## config.mk

```make
export PLATFORM = sky130hd
export DESIGN_NAME = hlsm_accum
export DESIGN_NICKNAME = d
export VERILOG_FILES = /design/src/rtl/hlsm_accum_pkg.sv /design/src/rtl/hlsm_accum_dp.sv /design/src/rtl/hlsm_accum.sv
export SDC_FILE = /design/constraint.sdc
export NUM_CORES = 1
export LEC_CHECK = 0
export BUFFER_PORTS_ARGS = -buffer_cell sky130_fd_sc_hd__buf_2
export CORE_ASPECT_RATIO = 0.75
export CORE_MARGIN = 2
export CORE_UTILIZATION = 40
export DETAILED_ROUTE_END_ITERATION = 12
export PLACE_DENSITY = 0.61
export SLEW_MARGIN = 10
export SYNTH_ARGS = -nofsm -noshare
export SYNTH_HDL_FRONTEND = slang
export SYNTH_SLANG_ARGS = --single-unit
```

## constraint.sdc

```tcl
create_clock -name clk -period 4.07 [get_ports clk]
set_input_delay 0.2035 -clock clk [delete_from_list [all_inputs] [get_ports clk]]
set_output_delay 0.2035 -clock clk [all_outputs]
set_load 0.01 [all_outputs]
```

## src/rtl/hlsm_accum_pkg.sv

```systemverilog
// Shared types and constants for the hlsm_accum triangular-sum block.
package hlsm_accum_pkg;

    localparam int unsigned DefaultWidth = 4;

    typedef enum logic [1:0] {
        StWait,
        StInit,
        StCheck,
        StAdd
    } state_e;

endpackage

```

## src/rtl/hlsm_accum_dp.sv

```systemverilog
// Datapath for hlsm_accum: captured bound, loop index, running sum and the one-cycle result.
module hlsm_accum_dp
    import hlsm_accum_pkg::*;
#(
    parameter int unsigned WIDTH = DefaultWidth
) (
    input  logic             clk,
    input  logic             rst,
    input  logic             load,
    input  logic             clear,
    input  logic             add,
    input  logic             emit,
    input  logic [WIDTH-1:0] n,
    output logic             lt,
    output logic [WIDTH-1:0] result
);

    logic [WIDTH-1:0] n_q;
    logic [WIDTH-1:0] i_q;
    logic [WIDTH-1:0] sum_q;
    logic [WIDTH-1:0] result_q;

    always_ff @(posedge clk or negedge rst) begin
        if (!rst) begin
            n_q      <= '0;
            i_q      <= '0;
            sum_q    <= '0;
            result_q <= '0;
        end else begin
            if (load) begin
                n_q <= n;
            end
            if (clear) begin
                sum_q <= '0;
                i_q   <= '0;
            end else if (add) begin
                sum_q <= sum_q + i_q;
                i_q   <= i_q + 1'b1;
            end
            // Result is nonzero only in the cycle after the loop exits.
            result_q <= emit ? sum_q : '0;
        end
    end

    assign lt     = (i_q < n_q);
    assign result = result_q;

endmodule

```

## src/rtl/hlsm_accum.sv

```systemverilog
// Triangular sum sum(i, i=0..n-1) mod 2^WIDTH, launched by a one-cycle strobe on b.
// Optional macro HLSM_DONE_EN adds a done pulse aligned with the result cycle.
module hlsm_accum
    import hlsm_accum_pkg::*;
#(
    parameter int unsigned WIDTH = DefaultWidth
) (
    input  logic             clk,
    input  logic             rst,
    input  logic             b,
    input  logic [WIDTH-1:0] n,
    output logic [WIDTH-1:0] result
`ifdef HLSM_DONE_EN
    ,
    output logic             done
`endif
);

    state_e state_q, state_d;
    logic   load, clear, add, emit, lt;

    always_ff @(posedge clk or negedge rst) begin
        if (!rst) begin
            state_q <= StWait;
        end else begin
            state_q <= state_d;
        end
    end

    always_comb begin
        state_d = state_q;
        load    = 1'b0;
        clear   = 1'b0;
        add     = 1'b0;
        emit    = 1'b0;
        unique case (state_q)
            StWait: begin
                if (b) begin
                    load    = 1'b1;
                    state_d = StInit;
                end
            end
            StInit: begin
                clear   = 1'b1;
                state_d = StCheck;
            end
            StCheck: begin
                if (lt) begin
                    state_d = StAdd;
                end else begin
                    emit    = 1'b1;
                    state_d = StWait;
                end
            end
            StAdd: begin
                add     = 1'b1;
                state_d = StCheck;
            end
            default: state_d = StWait;
        endcase
    end

    hlsm_accum_dp #(
        .WIDTH(WIDTH)
    ) u_dp (
        .clk   (clk),
        .rst   (rst),
        .load  (load),
        .clear (clear),
        .add   (add),
        .emit  (emit),
        .n     (n),
        .lt    (lt),
        .result(result)
    );

`ifdef HLSM_DONE_EN
    logic done_q;

    always_ff @(posedge clk or negedge rst) begin
        if (!rst) begin
            done_q <= 1'b0;
        end else begin
            done_q <= emit;
        end
    end

    assign done = done_q;
`endif

endmodule

```

# ---- Word-level counts from Yosys, hierarchy flattened
# Cells that the tools add are included.
dict set report totals {
  output_inout_bits 4
  word_cells 29
  register_bits 18
}
dict set report classes {
  n_addsub 2
  n_mux 14
  n_eq_ne 4
  magnitude_cmp 1
  reduce_logical 3
}
# op count
set op_table {}
lappend op_table {{2-to-1 mux 4 bit} 5}
lappend op_table {{2-to-1 mux 1 bit} 6}
lappend op_table {{one-hot mux 2 bit (3 select lines)} 1}
lappend op_table {{adder 4 x 1 -> 4 bit, second input constant} 1}
lappend op_table {{adder 4 bit} 1}
lappend op_table {{equality test 2 bit, second input constant} 2}
lappend op_table {{less-than comparator 4 bit} 1}
lappend op_table {{2-to-1 mux 2 bit} 2}
lappend op_table {{equality test 2 x 1 -> 1 bit, second input constant} 1}
lappend op_table {{zero test 2 bit} 1}
lappend op_table {{!= test 2 bit, second input constant} 1}
lappend op_table {{nonzero test 2 bit} 1}
lappend op_table {{OR reduction 2 bit} 1}

# ---- Depth between registers and ports, before layout
dict set report logic_depth {
  depth_word 4
  ltp_mapped 5
}

# ---- By module
# From an unflattened synthesis, not the netlist that was laid out.
dict set report unflattened {
  hier_cells 79
  area_unflattened_um2 893.4
}
# mod area_each_um2 cells_per_inst n_inst
set by_module_without_submodules {}
lappend by_module_without_submodules {hlsm_accum_dp 783.3 69 1}
lappend by_module_without_submodules {hlsm_accum 110.1 10 1}

# ---- Least setup slack after synthesis
# Ideal clock, no wire load.
dict set report synth_timing {
  path_kind {reg2reg}
  start {register u_dp.i_q[1]}
  end {register u_dp.sum_q[3]}
  synth_period_minus_slack_ns 1.456
  path_slack_ns 2.614
  t_arrival_ns 1.322
  path_stages_with_launch 6
  setup_time_ns 0.135
  n_path_buf 0
  cell_sequence {dfrtp_1 ha_1 a21o_1 a21oi_2 mux2i_1 o311ai_1}
}
dict set report synth_via {
  elab_chain_cells 3
}
# element line_no
set synth_rtl {}
lappend synth_rtl {{from (decl)} hlsm_accum_dp.sv:19} ;# logic [WIDTH-1:0] i_q;
lappend synth_rtl {{from (signal assigned)} hlsm_accum_dp.sv:38} ;# i_q <= i_q + 1'b1;
lappend synth_rtl {{adder 4 bit} hlsm_accum_dp.sv:37} ;# sum_q <= sum_q + i_q;
lappend synth_rtl {{2-to-1 mux 4 bit} hlsm_accum_dp.sv:36} ;# end else if (add) begin
lappend synth_rtl {{2-to-1 mux 4 bit} hlsm_accum_dp.sv:33} ;# if (clear) begin
lappend synth_rtl {{to (signal assigned)} hlsm_accum_dp.sv:37}
lappend synth_rtl {{to (decl)} hlsm_accum_dp.sv:20} ;# logic [WIDTH-1:0] sum_q;
# Every way passes these cells. The select of a mux whose other input is x is not followed.
# A chain may end at the register's enable or synchronous reset.

# ---- Worst setup path in the final report
# Same ends and word-level chain as after synthesis.

==> impl_metrics.json <==
{
  "grt_overflow": 0,
  "skew_ns": 0.00176,
  "cap_viol_max_count": 0,
  "multi_input_area_um2": 392,
  "first_pass_iters": 4,
  "syn-instance-count": 80,
  "via_per_inst": 5.13,
  "synth_area_leader_cell": "dfrtp_1",
  "internal-power_uw": 479,
  "yosys_warnings": 0,
  "cts_htree_levels": 1,
  "antenna_found_initial": 0,
  "worst_skew_pair.late_latency_ns": 0.29,
  "core-area_um2": 2050,
  "syn-num-nets": 95,
  "critPathMaxFanout": 6,
  "cts_buffer_depth": 2,
  "synth_top_cell_area_share_pct": 50.7,
  "power_frac_clock_pct": 13.5,
  "ant_nets": 0,
  "drt_iter0_drc": 24,
  "grt_pass1_vias": 601,
  "rsz0062_at_grt": "false",
  "ys_ff_latch": 18,
  "worst-slew-pin-transition_ns": 0.410,
  "seq_power_share_pct": 41.9,
  "wl_per_cell_um": 13.5,
  "finalCritPeriodShare_pct": 38.5,
  "path_class": "reg -> reg",
  "tritoncts": "done",
  "std_cell_rows": 14,
  "crit_path_cell_trace": "ha_1 > a21o_1 > a21oi_2 > mux2i_1 > o311ai_1",
  "fill_cells": 205,
  "min_period_ns": 1.57,
  "grt_max_degree": 19,
  "portBuffers": 10,
  "relSlewSlack_pct": 72.7,
  "clkSlewWorstSetupHoldPaths_ns": 0.10,
  "tns_ns": 0,
  "fin_util_pct": 48.7,
  "numCtsBuffers": 3,
  "crit_required_ns": 4.24,
  "synth_cell_types": 27,
  "synth_area_um2": 888,
  "cp_data_arrival_time_ns": 1.74,
  "routabilityCongestion": 0.831,
  "slowest_delay_ns": 0.47,
  "layout.cells.non_filler": 117,
  "p_leak_uw": 0.000503,
  "area_growth_pct": 12.4,
  "die_w_um": 58.4,
  "dp.cells": 112,
  "vias": 600,
  "dieArea_um2": 2620,
  "grtUsageTotal_pct": 14.2,
  "power_frac_comb_pct": 44.5,
  "dp_hpwl_mm": 1.19,
  "power_uw": 798,
  "p_sw_uw": 319,
  "fmax_ghz": 0.637,
  "hold_path_class": "in -> reg",
  "p_sw_share_pct": 40.0,
  "start_util_pct": 43.3,
  "avgSynthCellArea_um2": 11.1,
  "finalWirelength_mm": 1.58,
  "synth.area.top_cells": "dfrtp_1 51%, ha_1 9.9%, o2bb2ai_1 3.9%",
  "outcome": "complete, no violations",
  "cts_root_buf": "clkbuf_4",
  "report.final.setup_viol": 0,
  "end_kind": "flip-flop",
  "hold_violations": 0,
  "seq_area_um2": 450,
  "ys_seq_area_share_pct": 50.7,
  "ctsResizeCount": 0,
  "slew_violations": 0,
  "grt_pass1_wl_mm": 2.73,
  "diodes": 0,
  "drcViolationCount": 0,
  "irDropWorstVdd_mv": 0.381,
  "drive_above_1_share_pct": 20.4,
  "nNetsFinal": 109,
  "worstSetupStartpointType": "flip-flop",
  "die_h_um": 44.8,
  "cellPowerDensity_nw_per_um2": 800,
  "cts.sinks": 18,
  "io_pins": 11,
  "slowest_stage": "dfrtp_1"
}
sequential cells by signal, indices dropped and copies added, names as in the netlist:
register	cells
u_dp.i_q	4
state_q	2
u_dp.result	4
u_dp.sum_q	4
u_dp.n_q	4
logic make-up (layout without fill, tap and decap cells):
family                   Yosys count  after routing  share of synthesized area [%]
AND/OR/NAND/NOR                   20             20                           11.4
AO/OA/AOI/OAI                     19             19                           14.6
flip-flops                        18             18                           50.7
buffers and inverters             10             23                           5.21
adder cells (fa/ha/maj)            8              8                           12.1
multiplexers                       3              3                           3.94
XOR/XNOR                           2              2                           1.97
synthesized netlist by cell type, drive strengths merged:
master,instances
dfrtp,18
a31o,1
mux2i,2
o21ai,6
nor4b,3
o311ai,1
ha,7
a21o,2
o21a,1
a21oi,4
inv,8
xnor2,2
nand2b,1
o2bb2ai,4
fa,1
and3,1
nand2,9
or3,1
nor2,2
buf,2
mux2,1
nor3,1
nand3,2
power by group through the flow:
stage	logic [uW]	registers (uW)	clock network, uW
global placement	349	337	0
detailed placement	356	338	0
floorplan	290	317	0
finish	356	335	108
global route	405	346	121
CTS	362	334	113
cells in the final DEF (no fill, tap or decap), drive strengths merged, types with 2 or more instances in the layout:
cell and n:
inv 8, nor4b 3, clkbuf 4, mux2i 2
a21o 2, o21ai 6, a21oi 4, buf 10
xnor2 2, nand2 9, dfrtp 18, ha 7
o2bb2ai 4, nand3 2, nor2 2
stage by stage:
stage / cell area (um2) / setup WS [ns] / hold slack (ns)
after CTS: 998 / 2.48 / 0.102
after floorplan: 888 / 2.61 / -0.0921
final: 998 / 2.50 / 0.111
after global routing: 998 / 2.41 / 0.119
after global placement: 952 / 2.55 / 0.155
after detailed placement: 952 / 2.49 / 0.153
worst paths after layout:
kind,startpoint,to,slack [ns],cells past startpoint
worst max-delay path,u_dp.i_q[1],u_dp.sum_q[3],2.50,5
worst min-delay path,n[1],u_dp.n_q[1],0.11,3
worst max register to register,u_dp.i_q[1],u_dp.sum_q[3],2.50,5
worst min register to register,u_dp.sum_q[0],u_dp.sum_q[0],0.54,1
max in group asynchronous,rst,u_dp.sum_q[3],3.42,2
min in group asynchronous,rst,u_dp.result[1],0.36,2
per-layer routing:
layer,vias to the layer above,GRT usage [%],share of wire [%]
met3,2,5.44,5.6
met5,-,0,0
met4,0,4.19,0.88
li1,304,-,-
met2,14,20.4,39
met1,280,19.9,54
worst max-delay path: cells and delay by family, from the launching register on:
kind | cells | cell delay (ns)
mux | 1 | 0.20
compound gates | 3 | 0.47
flops | 1 | 0.47
fa+ha+maj | 1 | 0.31
what timing repair did:
item / 4_1_cts / 5_1_grt
hold endpoints to repair: 18 / 0
buffers inserted: 0 / 0
hold buffers: 1 / 0
final cells by class:
class | instances | share of cell area [%]
clock buffers | 4 | 3.63
inverters | 8 | 3.01
repair buffers | 11 | 6.02
flip-flops and latches | 18 | 45.1
well taps | 24 | 3.01
multi-input cells | 52 | 39.2
No activity file was read; power rests on OpenSTA's default activity.
